### config.mk
export PLATFORM = sky130hd
export DESIGN_NAME = play_mode_ctrl_flat
export DESIGN_NICKNAME = d
export VERILOG_FILES = /design/src/rtl/play_pkg.sv /design/src/rtl/play_mode_ctrl_if.sv /design/src/rtl/play_mode_ctrl_key_prio_enc.sv /design/src/rtl/play_mode_ctrl.sv /design/src/flat_wrapper.sv
export SDC_FILE = /design/constraint.sdc
export NUM_CORES = 1
export LEC_CHECK = 0
export CORE_UTILIZATION = 47
export CTS_BUF_LIST = sky130_fd_sc_hd__clkbuf_4 sky130_fd_sc_hd__clkbuf_8
export CTS_CLUSTER_DIAMETER = 30
export CTS_CLUSTER_SIZE = 25
export DETAILED_ROUTE_END_ITERATION = 7
export DONT_BUFFER_PORTS = 1
export GPL_TIMING_DRIVEN = 0
export HOLD_SLACK_MARGIN = 0.08
export PLACE_DENSITY = 0.7
export SYNTH_ARGS = -nofsm -noshare
export SYNTH_HDL_FRONTEND = slang
export SYNTH_HIERARCHICAL = 1
export SYNTH_SLANG_ARGS = --single-unit
export TNS_END_PERCENT = 50
### constraint.sdc
create_clock -name clk -period 2.2 [get_ports clk]
set_input_delay 0.22 -clock clk [delete_from_list [all_inputs] [get_ports clk]]
set_output_delay 0.22 -clock clk [all_outputs]
set_load 0.01 [all_outputs]
### src/rtl/play_pkg.sv
// Shared play-mode definitions: one-hot mode codes, controller state encoding
// and the rest-note code used by the free-play decoder.
package play_pkg;

  localparam logic [2:0] MODE_NONE  = 3'b000;
  localparam logic [2:0] MODE_FREE  = 3'b100;
  localparam logic [2:0] MODE_AUTO  = 3'b010;
  localparam logic [2:0] MODE_LEARN = 3'b001;

  localparam int NOTE_REST = 0;

  typedef enum logic [2:0] {
    ST_IDLE,
    ST_SWITCH,
    ST_FREE,
    ST_AUTO,
    ST_LEARN
  } play_state_e;

  function automatic logic mode_legal(input logic [2:0] m);
    return (m == MODE_FREE) || (m == MODE_AUTO) || (m == MODE_LEARN);
  endfunction

  function automatic play_state_e mode_state(input logic [2:0] m);
    case (m)
      MODE_FREE:  return ST_FREE;
      MODE_AUTO:  return ST_AUTO;
      MODE_LEARN: return ST_LEARN;
      default:    return ST_IDLE;
    endcase
  endfunction

endpackage

### src/rtl/play_mode_ctrl_if.sv
// Bundle of source inputs and tone/LED outputs around the play-mode controller.
// master = driving side (keys, mode request, sub-block sources), slave = controller.
interface play_mode_ctrl_if #(
  parameter int NUM_KEYS = 7,
  parameter int NOTE_W   = 4,
  parameter int OCT_W    = 2
);

  logic [NUM_KEYS-1:0] keys;
  logic [2:0]          mode;
  logic                oct_up;
  logic                oct_down;
  logic [NOTE_W-1:0]   note_auto;
  logic [NUM_KEYS-1:0] led_auto;
  logic [OCT_W-1:0]    octave_auto;
  logic [NOTE_W-1:0]   note_learn;
  logic [NUM_KEYS-1:0] led_learn;

  logic [NOTE_W-1:0]   note_out;
  logic [NUM_KEYS-1:0] led_out;
  logic [OCT_W-1:0]    octave_out;
  logic [2:0]          cur_mode;
  logic                auto_start;
  logic                learn_start;
  logic                muting;

  modport master (
    output keys, mode, oct_up, oct_down,
    output note_auto, led_auto, octave_auto, note_learn, led_learn,
    input  note_out, led_out, octave_out, cur_mode,
    input  auto_start, learn_start, muting
  );

  modport slave (
    input  keys, mode, oct_up, oct_down,
    input  note_auto, led_auto, octave_auto, note_learn, led_learn,
    output note_out, led_out, octave_out, cur_mode,
    output auto_start, learn_start, muting
  );

endinterface

### src/rtl/play_mode_ctrl_key_prio_enc.sv
// Free-play key decoder: lowest pressed key index + 1, rest code when no key is down.
module key_prio_enc
  import play_pkg::*;
#(
  parameter int NUM_KEYS = 7,
  parameter int NOTE_W   = 4
) (
  input  logic [NUM_KEYS-1:0] keys,
  output logic [NOTE_W-1:0]   note
);

  // Scan from the top so the lowest set key is the last one written.
  always_comb begin
    note = NOTE_W'(NOTE_REST);
    for (int i = NUM_KEYS - 1; i >= 0; i--) begin
      if (keys[i]) note = NOTE_W'(i + 1);
    end
  end

endmodule

### src/rtl/play_mode_ctrl.sv
// Play-mode controller: free/auto/learn source select with timed mute on every switch.
// Optional MODE_DEBOUNCE_EN inserts a DEB_CYCLES stability filter on the mode request.
module play_mode_ctrl
  import play_pkg::*;
#(
  parameter int NUM_KEYS    = 7,
  parameter int NOTE_W      = 4,
  parameter int OCT_W       = 2,
  parameter int OCT_DEFAULT = 1,
  parameter int MUTE_CYCLES = 4,
  parameter int DEB_CYCLES  = 16
) (
  input logic             clk,
  input logic             reset,
  play_mode_ctrl_if.slave bus
);

  localparam int               CNT_W    = (MUTE_CYCLES > 1) ? $clog2(MUTE_CYCLES) : 1;
  localparam logic [CNT_W-1:0] CNT_LOAD = CNT_W'(MUTE_CYCLES - 1);
  localparam logic [OCT_W-1:0] OCT_MAX  = '1;
  localparam logic [OCT_W-1:0] OCT_RST  = OCT_W'(OCT_DEFAULT);

  if (MUTE_CYCLES < 1 || DEB_CYCLES < 1 || (2 ** NOTE_W) <= NUM_KEYS) begin : g_param_err
    $error("play_mode_ctrl: illegal parameter combination");
  end

  logic [2:0] mode_f;

`ifdef MODE_DEBOUNCE_EN
  localparam int DEB_W = $clog2(DEB_CYCLES + 1);

  logic [2:0]       mode_last;
  logic [DEB_W-1:0] deb_cnt;

  // A request is accepted once it has been seen on DEB_CYCLES consecutive cycles.
  always_ff @(posedge clk) begin
    if (reset) begin
      mode_last <= MODE_NONE;
      deb_cnt   <= '0;
      mode_f    <= MODE_NONE;
    end else if (bus.mode != mode_last) begin
      mode_last <= bus.mode;
      deb_cnt   <= DEB_W'(1);
      if (DEB_CYCLES == 1) mode_f <= bus.mode;
    end else begin
      if (deb_cnt != DEB_W'(DEB_CYCLES)) deb_cnt <= deb_cnt + 1'b1;
      if (deb_cnt == DEB_W'(DEB_CYCLES - 1)) mode_f <= mode_last;
    end
  end
`else
  assign mode_f = bus.mode;
`endif

  play_state_e       state;
  logic [2:0]        target;
  logic [CNT_W-1:0]  cnt;
  logic [OCT_W-1:0]  oct_q;
  logic [OCT_W-1:0]  oct_nxt;
  logic [NOTE_W-1:0] key_note;

  logic [NOTE_W-1:0]   note_p1;
  logic [NUM_KEYS-1:0] led_p1;
  logic [OCT_W-1:0]    oct_p1;
  logic [2:0]          cur_mode_p1;
  logic                auto_start_p1;
  logic                learn_start_p1;
  logic                muting_p1;

  key_prio_enc #(
    .NUM_KEYS (NUM_KEYS),
    .NOTE_W   (NOTE_W)
  ) u_key_prio_enc (
    .keys (bus.keys),
    .note (key_note)
  );

  logic       legal;
  logic       playing;
  logic       hold;
  logic       enter;
  logic [2:0] act_nxt;

  assign legal   = mode_legal(mode_f);
  assign playing = (state == ST_FREE) || (state == ST_AUTO) || (state == ST_LEARN);
  assign hold    = playing && legal && (mode_f == cur_mode_p1);
  assign enter   = (state == ST_SWITCH) && legal && (mode_f == target) && (cnt == '0);
  // Mode that will be active after this edge; MODE_NONE means IDLE or SWITCH.
  assign act_nxt = hold ? cur_mode_p1 : (enter ? target : MODE_NONE);

  always_comb begin
    oct_nxt = oct_q;
    if (state == ST_FREE) begin
      if (bus.oct_up && !bus.oct_down && oct_q != OCT_MAX)
        oct_nxt = oct_q + 1'b1;
      else if (bus.oct_down && !bus.oct_up && oct_q != '0)
        oct_nxt = oct_q - 1'b1;
    end
  end

  // ---- stage p1: state update and registered outputs ----
  always_ff @(posedge clk) begin
    if (reset) begin
      state          <= ST_IDLE;
      target         <= MODE_NONE;
      cnt            <= '0;
      oct_q          <= OCT_RST;
      note_p1        <= '0;
      led_p1         <= '0;
      oct_p1         <= '0;
      cur_mode_p1    <= MODE_NONE;
      auto_start_p1  <= 1'b0;
      learn_start_p1 <= 1'b0;
      muting_p1      <= 1'b1;
    end else begin
      case (state)
        ST_IDLE: begin
          if (legal) begin
            target <= mode_f;
            cnt    <= CNT_LOAD;
            state  <= ST_SWITCH;
          end
        end
        ST_SWITCH: begin
          if (!legal) begin
            state <= ST_IDLE;
          end else if (mode_f != target) begin
            target <= mode_f;
            cnt    <= CNT_LOAD;
          end else if (cnt == '0) begin
            state <= mode_state(target);
          end else begin
            cnt <= cnt - 1'b1;
          end
        end
        default: begin
          if (!legal) begin
            state <= ST_IDLE;
          end else if (!hold) begin
            target <= mode_f;
            cnt    <= CNT_LOAD;
            state  <= ST_SWITCH;
          end
        end
      endcase

      oct_q          <= oct_nxt;
      cur_mode_p1    <= act_nxt;
      muting_p1      <= (act_nxt == MODE_NONE);
      auto_start_p1  <= enter && (target == MODE_AUTO);
      learn_start_p1 <= enter && (target == MODE_LEARN);

      case (act_nxt)
        MODE_FREE: begin
          note_p1 <= key_note;
          led_p1  <= bus.keys;
          oct_p1  <= oct_nxt;
        end
        MODE_AUTO: begin
          note_p1 <= bus.note_auto;
          led_p1  <= bus.led_auto;
          oct_p1  <= bus.octave_auto;
        end
        MODE_LEARN: begin
          note_p1 <= bus.note_learn;
          led_p1  <= bus.led_learn;
          oct_p1  <= oct_nxt;
        end
        default: begin
          note_p1 <= NOTE_W'(NOTE_REST);
          led_p1  <= '0;
          oct_p1  <= '0;
        end
      endcase
    end
  end

  assign bus.note_out    = note_p1;
  assign bus.led_out     = led_p1;
  assign bus.octave_out  = oct_p1;
  assign bus.cur_mode    = cur_mode_p1;
  assign bus.auto_start  = auto_start_p1;
  assign bus.learn_start = learn_start_p1;
  assign bus.muting      = muting_p1;

endmodule

### src/flat_wrapper.sv
// flat-port wrapper written by rule: the top's interface ports become plain ports
module play_mode_ctrl_flat import play_pkg::*;
#(
  parameter int NUM_KEYS    = 7,
  parameter int NOTE_W      = 4,
  parameter int OCT_W       = 2,
  parameter int OCT_DEFAULT = 1,
  parameter int MUTE_CYCLES = 4,
  parameter int DEB_CYCLES  = 16
)
  (clk, reset, bus_keys, bus_mode, bus_oct_up, bus_oct_down, bus_note_auto, bus_led_auto, bus_octave_auto, bus_note_learn, bus_led_learn, bus_note_out, bus_led_out, bus_octave_out, bus_cur_mode, bus_auto_start, bus_learn_start, bus_muting);
  play_mode_ctrl_if #(.NUM_KEYS(NUM_KEYS), .NOTE_W(NOTE_W), .OCT_W(OCT_W)) bus_i ();
  input logic clk;
  input logic reset;
  input wire logic [$bits(bus_i.keys)-1:0] bus_keys;
  input wire logic [$bits(bus_i.mode)-1:0] bus_mode;
  input wire logic [$bits(bus_i.oct_up)-1:0] bus_oct_up;
  input wire logic [$bits(bus_i.oct_down)-1:0] bus_oct_down;
  input wire logic [$bits(bus_i.note_auto)-1:0] bus_note_auto;
  input wire logic [$bits(bus_i.led_auto)-1:0] bus_led_auto;
  input wire logic [$bits(bus_i.octave_auto)-1:0] bus_octave_auto;
  input wire logic [$bits(bus_i.note_learn)-1:0] bus_note_learn;
  input wire logic [$bits(bus_i.led_learn)-1:0] bus_led_learn;
  output wire logic [$bits(bus_i.note_out)-1:0] bus_note_out;
  output wire logic [$bits(bus_i.led_out)-1:0] bus_led_out;
  output wire logic [$bits(bus_i.octave_out)-1:0] bus_octave_out;
  output wire logic [$bits(bus_i.cur_mode)-1:0] bus_cur_mode;
  output wire logic [$bits(bus_i.auto_start)-1:0] bus_auto_start;
  output wire logic [$bits(bus_i.learn_start)-1:0] bus_learn_start;
  output wire logic [$bits(bus_i.muting)-1:0] bus_muting;
  assign bus_i.keys = bus_keys;
  assign bus_i.mode = bus_mode;
  assign bus_i.oct_up = bus_oct_up;
  assign bus_i.oct_down = bus_oct_down;
  assign bus_i.note_auto = bus_note_auto;
  assign bus_i.led_auto = bus_led_auto;
  assign bus_i.octave_auto = bus_octave_auto;
  assign bus_i.note_learn = bus_note_learn;
  assign bus_i.led_learn = bus_led_learn;
  assign bus_note_out = bus_i.note_out;
  assign bus_led_out = bus_i.led_out;
  assign bus_octave_out = bus_i.octave_out;
  assign bus_cur_mode = bus_i.cur_mode;
  assign bus_auto_start = bus_i.auto_start;
  assign bus_learn_start = bus_i.learn_start;
  assign bus_muting = bus_i.muting;
  play_mode_ctrl #(.NUM_KEYS(NUM_KEYS), .NOTE_W(NOTE_W), .OCT_W(OCT_W), .OCT_DEFAULT(OCT_DEFAULT), .MUTE_CYCLES(MUTE_CYCLES), .DEB_CYCLES(DEB_CYCLES)) u_core (.clk(clk), .reset(reset), .bus(bus_i));
endmodule
After elaboration in Yosys (flattened, before gate mapping)
Cells that the tools add are included.
{"block": "word_totals", "ff_bits": 29, "in_bits": 38, "output_inout_bits": 19, "elab_cells": 99}
{"block": "classes", "addsub": 3, "eq_ne": 24, "n_mux": 36, "reduce_logical": 25}
{"op": "3-bit two-way mux", "n": 14}
{"op": "4-bit two-way mux", "n": 6}
{"op": "7-bit case mux with 3 select lines", "n": 1}
{"op": "2-bit two-way mux", "n": 9}
{"op": "3-bit by 2-bit == test with 1-bit output (second input constant)", "n": 5}
{"op": "3-bit by 1-bit == test with 1-bit output (second input constant)", "n": 4}
{"op": "3-bit == test (second input constant)", "n": 4}
{"op": "3-bit != test (second input constant)", "n": 4}
{"op": "3-bit case mux with 2 select lines", "n": 2}
{"op": "4-bit case mux with 3 select lines", "n": 1}
{"op": "1-bit logical AND", "n": 11}
{"op": "3-bit case mux with 3 select lines", "n": 1}
{"op": "2-bit case mux with 2 select lines", "n": 2}
{"op": "3-bit == test", "n": 2}
{"op": "3-bit logical NOT", "n": 2}
{"op": "3-bit AND reduction", "n": 2}
{"op": "1-bit logical OR", "n": 4}
{"op": "2-bit != test (second input constant)", "n": 2}
{"op": "4-bit != test (second input constant)", "n": 1}
{"op": "4-bit AND reduction", "n": 1}
{"op": "2-bit by 1-bit subtractor with 2-bit output (second input constant)", "n": 2}
{"op": "3-bit != test", "n": 1}
{"op": "2-bit by 1-bit adder with 2-bit output (second input constant)", "n": 1}
{"op": "1-bit logical NOT", "n": 2}
{"op": "4 further kinds", "n": 4}

Logic depth before layout (Yosys ltp)
{"block": "depth", "word_depth": 11, "mapped_depth": 8, "ltp_nobuf": 7}

Hierarchy
Netlist, hierarchy kept.
{"mod": "play_mode_ctrl", "instances": 1, "cells_each": 148, "area_per_inst_um2": 1371.3, "seq_area_each_um2": 580.6}
{"mod": "key_prio_enc", "instances": 1, "cells_each": 13, "area_per_inst_um2": 72.6, "seq_area_each_um2": 0.0}

Worst setup path after synthesis
Ideal clock, no wire load.
{"block": "synth_path", "path_type": "register -> register", "from": "register u_core.target[2]", "to": "register u_core.state[1]", "setup_time_ns": 0.071, "arrival_time_ns": 1.743, "t_required_ns": 2.129, "slack_ns": 0.386, "stages_incl_launch_ff": 8, "path_buffers": 1, "synth_period_minus_slack_ns": 1.814, "path_cell_list": "dfxtp_1 -> clkbuf_2 -> xnor2_2 -> nand4_2 -> nor2b_1 -> or2_1 -> or4_1 -> a21oi_1"}
{"block": "synth_via", "elab_chain_len": 6, "elab_cells_between_ends": 11, "cone_classes": "5 x eq/ne; 5 x mux; 1 x reduce/logical"}
{"element": "start: declaration", "line_no": "play_mode_ctrl.sv:55", "source": "logic [2:0] target;"}
{"element": "start signal: assignment", "line_no": "play_mode_ctrl.sv:118", "source": "target <= mode_f;"}
{"element": "start signal: assignment", "line_no": "play_mode_ctrl.sv:127", "source": "target <= mode_f;"}
{"element": "start signal: assignment", "line_no": "play_mode_ctrl.sv:139", "source": "target <= mode_f;"}
{"element": "3-bit by 1-bit == test with 1-bit output, or another cell as far along", "line_no": "play_pkg.sv:25", "source": "case (m)"}
{"element": "3-bit case mux with 3 select lines", "line_no": "play_pkg.sv:25"}
{"element": "3-bit two-way mux", "line_no": "play_mode_ctrl.sv:129", "source": "end else if (cnt == '0) begin"}
{"element": "3-bit two-way mux", "line_no": "play_mode_ctrl.sv:126", "source": "end else if (mode_f != target) begin"}
{"element": "3-bit two-way mux", "line_no": "play_mode_ctrl.sv:124", "source": "if (!legal) begin"}
{"element": "3-bit case mux with 2 select lines", "line_no": "play_mode_ctrl.sv:115", "source": "case (state)"}
{"element": "end signal: assignment", "line_no": "play_mode_ctrl.sv:130", "source": "state <= mode_state(target);"}
{"element": "end: declaration", "line_no": "play_mode_ctrl.sv:54", "source": "play_state_e state;"}
Several ways; a longest one is shown, not always the timed one. The select of a mux whose other input is x is not followed.
A chain may end at the register's enable or synchronous reset.

Final worst setup path
{"block": "layout_path", "from": "register u_core.state[1]", "to": "register u_core.note_p1[3] (netlist: u_core/bus.note_out[3])"}
{"block": "layout_via", "elab_chain_len": 8, "elab_cells_between_ends": 17, "cone_classes": "7 x eq/ne; 3 x mux; 7 x reduce/logical"}
{"element": "3-bit by 1-bit == test with 1-bit output / 3-bit by 2-bit == test with 1-bit output (equally long branches)", "line_no": "play_mode_ctrl.sv:86, play_mode_ctrl.sv:84"}
{"element": "1-bit logical AND / 1-bit logical OR (equally long branches) (2 in a row)", "line_no": "play_mode_ctrl.sv:86, play_mode_ctrl.sv:84"}
{"element": "1-bit logical AND, on equally long branches", "line_no": "play_mode_ctrl.sv:86, play_mode_ctrl.sv:85"}
{"element": "3-bit two-way mux / 1-bit logical AND (equally long branches)", "line_no": "play_mode_ctrl.sv:88, play_mode_ctrl.sv:85"}
{"element": "3-bit two-way mux *", "line_no": "play_mode_ctrl.sv:88", "source": "assign act_nxt = hold ? cur_mode_p1 : (enter ? target : MODE_NONE);"}
{"element": "3-bit by 1-bit == test with 1-bit output, or another cell as far along", "line_no": "play_mode_ctrl.sv:152", "source": "case (act_nxt)"}
{"element": "4-bit case mux with 3 select lines *", "line_no": "play_mode_ctrl.sv:152"}
{"element": "end signal: assignment", "line_no": "play_mode_ctrl.sv:154", "source": "note_p1 <= key_note;"}
{"element": "end signal: assignment", "line_no": "play_mode_ctrl.sv:159", "source": "note_p1 <= bus.note_auto;"}
{"element": "end signal: assignment", "line_no": "play_mode_ctrl.sv:164", "source": "note_p1 <= bus.note_learn;"}
{"element": "end: declaration", "line_no": "play_mode_ctrl.sv:61", "source": "logic [NOTE_W-1:0] note_p1;"}
Every way passes the cells marked *; elsewhere a longest branch is shown, timed or not.

==> impl_summary.log <==
[metrics] register cell area after layout: 581 µm²
[metrics] DRT iter0 DRCs: around 100
[metrics] Cell Rows: 19
[metrics] Hold Violations, Final: 0
[metrics] maximum clock insertion buffer count: 2
[metrics] Post-CTS Repair Setup Buffers: 0
[metrics] Die Area: approximately 0.0033 mm²
[metrics] power density over the cells: about 620 mW/mm²
[metrics] CTS tree: yes
[metrics] number of antenna cells inserted: 0
[metrics] CTS buffer count: 5
[metrics] unrepaired setup endpoints after global routing: no
[metrics] Max Fclk: a little under 500 MHz
[metrics] worst min-delay path category: in -> reg
[metrics] Critical Path End Type: flip-flop
[metrics] cell with the largest stage delay on the worst path: dfxtp_1
[metrics] shortest clock period the worst path allows after layout: ~2000 ps
[metrics] instance count along the most critical hold path: 2
[metrics] first-pass GRT wire length: about 6700 µm
[metrics] post-detailed-route count of antenna-violating nets: 0
[metrics] boundary pin count: 57
[metrics] clock network latency to the later pin of the worst-skew pair: around 330 ps
[metrics] Avg Cell Area, Syn: ~9 µm²
[metrics] proportion of synthesized flip-flops having asynchronous set or reset: 0%
[metrics] DRC viols: 1
[metrics] vertical die dimension: 57.4 µm
[metrics] Root Buffer: clkbuf_4
[metrics] pre-CTS setup slack: ~210 ps
[metrics] overall global routing resource usage: 27.3%
[metrics] critical path startpoint category: flip-flop
[metrics] cell area after synthesis: 0.00144 mm²
[metrics] horizontal extent of the die: about 57 µm
[metrics] Worst R2R Setup Slack: ~170 ps
[metrics] count of endpoints failing setup in the final report: 0
[metrics] Layout Area Growth over Synthesis: 30.8%
[metrics] number of enable flip-flop cells after synthesis: 0
[metrics] capture endpoint of the worst hold path: u_core/bus.led_out[5]
[metrics] part of the Yosys area used for sequential elements: approximately two fifths
[metrics] synth cell count leaders: 29 x dfxtp_1, 28 x nor2_1, 11 x a222oi_1, 8 x inv_1
[metrics] antenna violations before repair: 0
[metrics] Tot Pwr: about 1.2 mW
[metrics] final weighted congestion of routability-driven global placement: 0.865
[metrics] per-cell routed wire length: about 18 µm
[metrics] clk sinks: 29
[metrics] utilization after layout: between 60 and 70%
[metrics] cell count of the worst reg-to-reg path: 7
[metrics] total of warnings raised by yosys: 6
[metrics] Buffers & Inverters on Critical Path: 1
[metrics] drt first pass iters: 7
[metrics] port buffer count: 0
[metrics] cells traversed along the worst timing path: nor2b_1 > o2111ai_1 > nor2_2 > a22o_1 > o31ai_2 > buf_2 > nor2_1
[metrics] crit path DAT: between 2000 and 2500 ps
[metrics] area of all placed cells without fillers: between 0.0015 and 0.002 mm²
[metrics] Final Net Count: 240
[metrics] number of max-slew violations in the final report: 0
[metrics] core footprint: 0.00283 mm²
[metrics] final worst clock skew: approximately 8.6 ps
[metrics] total wire length: about 4100 µm
[metrics] number of flip-flops and latches in the synthesized netlist: 29
[metrics] Critical Setup Path Class: reg -> reg
[metrics] Max-cap violations: 0
[metrics] setup TNS: 0 ps
[metrics] cell type group with the largest total delay on the critical path: compound AO/OA/AOI/OAI gates
[metrics] multi-input combinational cell area: approximately 770 µm²
[metrics] outcome: finished, violations left
[metrics] Cells after Synth: 161
[metrics] number of H-tree levels: 2
[metrics] vias post-DR: ~1400
[metrics] fill cell count: 211
[metrics] endpoint of the worst-slack reg-to-reg timing path: u_core/bus.note_out[3]
[metrics] share of the clock period used by the worst path: slightly above 90%
[metrics] most used standard cell by instance count after synthesis: dfxtp_1
[metrics] aggregate global routing overflow: 0
[metrics] Leak: roughly 0.73 nW
[metrics] detail-routed via count per cell: 6.10
[metrics] ys flop type: dfxtp_1
[metrics] cells taking the most area after synthesis: dfxtp_1 40%, a222oi_1 7.6%, nor2_1 7.3%
[metrics] violated checks: DRC
[metrics] effective utilization at floorplan: between 50% and 60%
[metrics] cell area after placement: 0.00148 mm²
[metrics] clk slew on worst S/H paths: roughly 90 ps
[metrics] largest area contributor in the netlist: dfxtp_1
[metrics] delay of the slowest cell on the worst path: ~350 ps
[metrics] Worst EP required: around 2400 ps
[metrics] Detailed Place HPWL: 2380 µm
[metrics] largest net degree at the start of global routing: 11
[metrics] critical hold path startpoint: bus_led_auto[5]
[metrics] syn_nets: slightly above 200
[metrics] number of global-route vias before repair: 1431
[metrics] share of the synthesized area in the top cell type: 40.2%
[metrics] worst-case vdd ir drop: between 0.0003 and 0.0004 V
[metrics] maximum net fanout on the critical path: 10
[metrics] worst setup margin: ~170 ps
[metrics] post-synth cell types: between 40 and 50
[metrics] share of post-route cells with drive strength above 1: a little over an eighth
[metrics] FF-to-FF Start: u_core/state[1]
==> registers in the layout, summed over array words and instances (netlist names) <==
register                cells
u_core/bus.octave_out       2
u_core/target               3
u_core/bus.cur_mode         3
u_core/state                3
u_core/bus.learn_start      1
u_core/bus.note_out         4
u_core/bus.auto_start       1
u_core/bus.muting           1
u_core/bus.led_out          7
u_core/cnt                  2
u_core/oct_q                2
==> per-layer routing <==
layer | GRT usage (%) | wire length [µm] | vias to the layer above
li1 | - | - | 662
met1 | 29.8 | 1610 | 653
met2 | 47.2 | 2030 | 82
met3 | 8.84 | 329 | 13
met4 | 13.6 | 119 | 0
met5 | 0 | 0 | -
==> where the power goes <==
part | total, mW | internal [mW] | switching [mW]
Sequential | 0.543 | 0.535 | 0.00787
Clock | 0.472 | 0.284 | 0.188
Combinational | 0.161 | 0.0847 | 0.0765
==> repair_timing <==
| action | 4_1_cts | 5_1_grt |
|---|---|---|
| resized for setup | 0 | 2 |
| setup endpoints to repair | 0 | 7 |
| hold buffers | 31 | 0 |
| hold endpoints to repair | 15 | 0 |
==> cell families (layout without fill, tap and decap cells) <==
| kind of cell | Yosys count | count (layout) | share of synthesized area, % |
|---|---|---|---|
| compound gates | 37 | 37 | 20.8 |
| xor+xnor | 9 | 9 | 6.50 |
| fa+ha+maj | 3 | 3 | 2.60 |
| buf+inv | 20 | 59 | 6.67 |
| flops | 29 | 29 | 40.2 |
| mux | 3 | 3 | 2.08 |
| other cells | 1 | 1 | 0.260 |
| simple gates | 59 | 59 | 20.9 |
==> placed cells by master, fill, tap and decap left out, types with 3 or more instances in the layout <==
master and instances:
a21oi_1 7, a222oi_1 11, a22o_1 3, and2_1 3, buf_2 7, clkbuf_4 6, dfxtp_1 29, dlygate4sd3_1 31
ha_1 3, inv_1 8, mux2i_1 3, nand2_1 5, nor2_1 27, nor2b_1 4, nor3_1 3, nor3b_1 3
nor4_1 3, o21ai_0 5, xnor2_1 6
==> per-stage QoR <==
step / cells / hold WS [ps]
after floorplan: 161 / 301
after global placement: 192 / 314
after detailed placement: 192 / 326
after CTS: 231 / 84.9
after global routing: 231 / 89.0
final: 231 / 107
==> cell type report <==
cell class / instances / share of cell area (%)
tap: 31 / 2.05
clock inverter: 1 / 1.59
buffer: 12 / 3.51
timing repair buffer: 31 / 16.4
clock buffer: 7 / 3.11
sequential: 29 / 30.7
inverter: 8 / 1.59
multi-input combinational: 112 / 41.0
==> worst max path at each step <==
stage                           from                     end  slack (ps)  cells after the start
floorplan           u_core/target[2]         u_core/state[1]         390                      7
global placement     u_core/state[0]   u_core/bus.led_out[5]         200                      7
detailed placement   u_core/state[0]   u_core/bus.led_out[2]         210                      7
CTS                  u_core/state[0]   u_core/bus.led_out[5]         150                      7
global route         u_core/state[1]  u_core/bus.note_out[3]          70                      7
finish               u_core/state[1]  u_core/bus.note_out[3]         170                      7
Note: power is estimated with default switching activity, not from simulation.
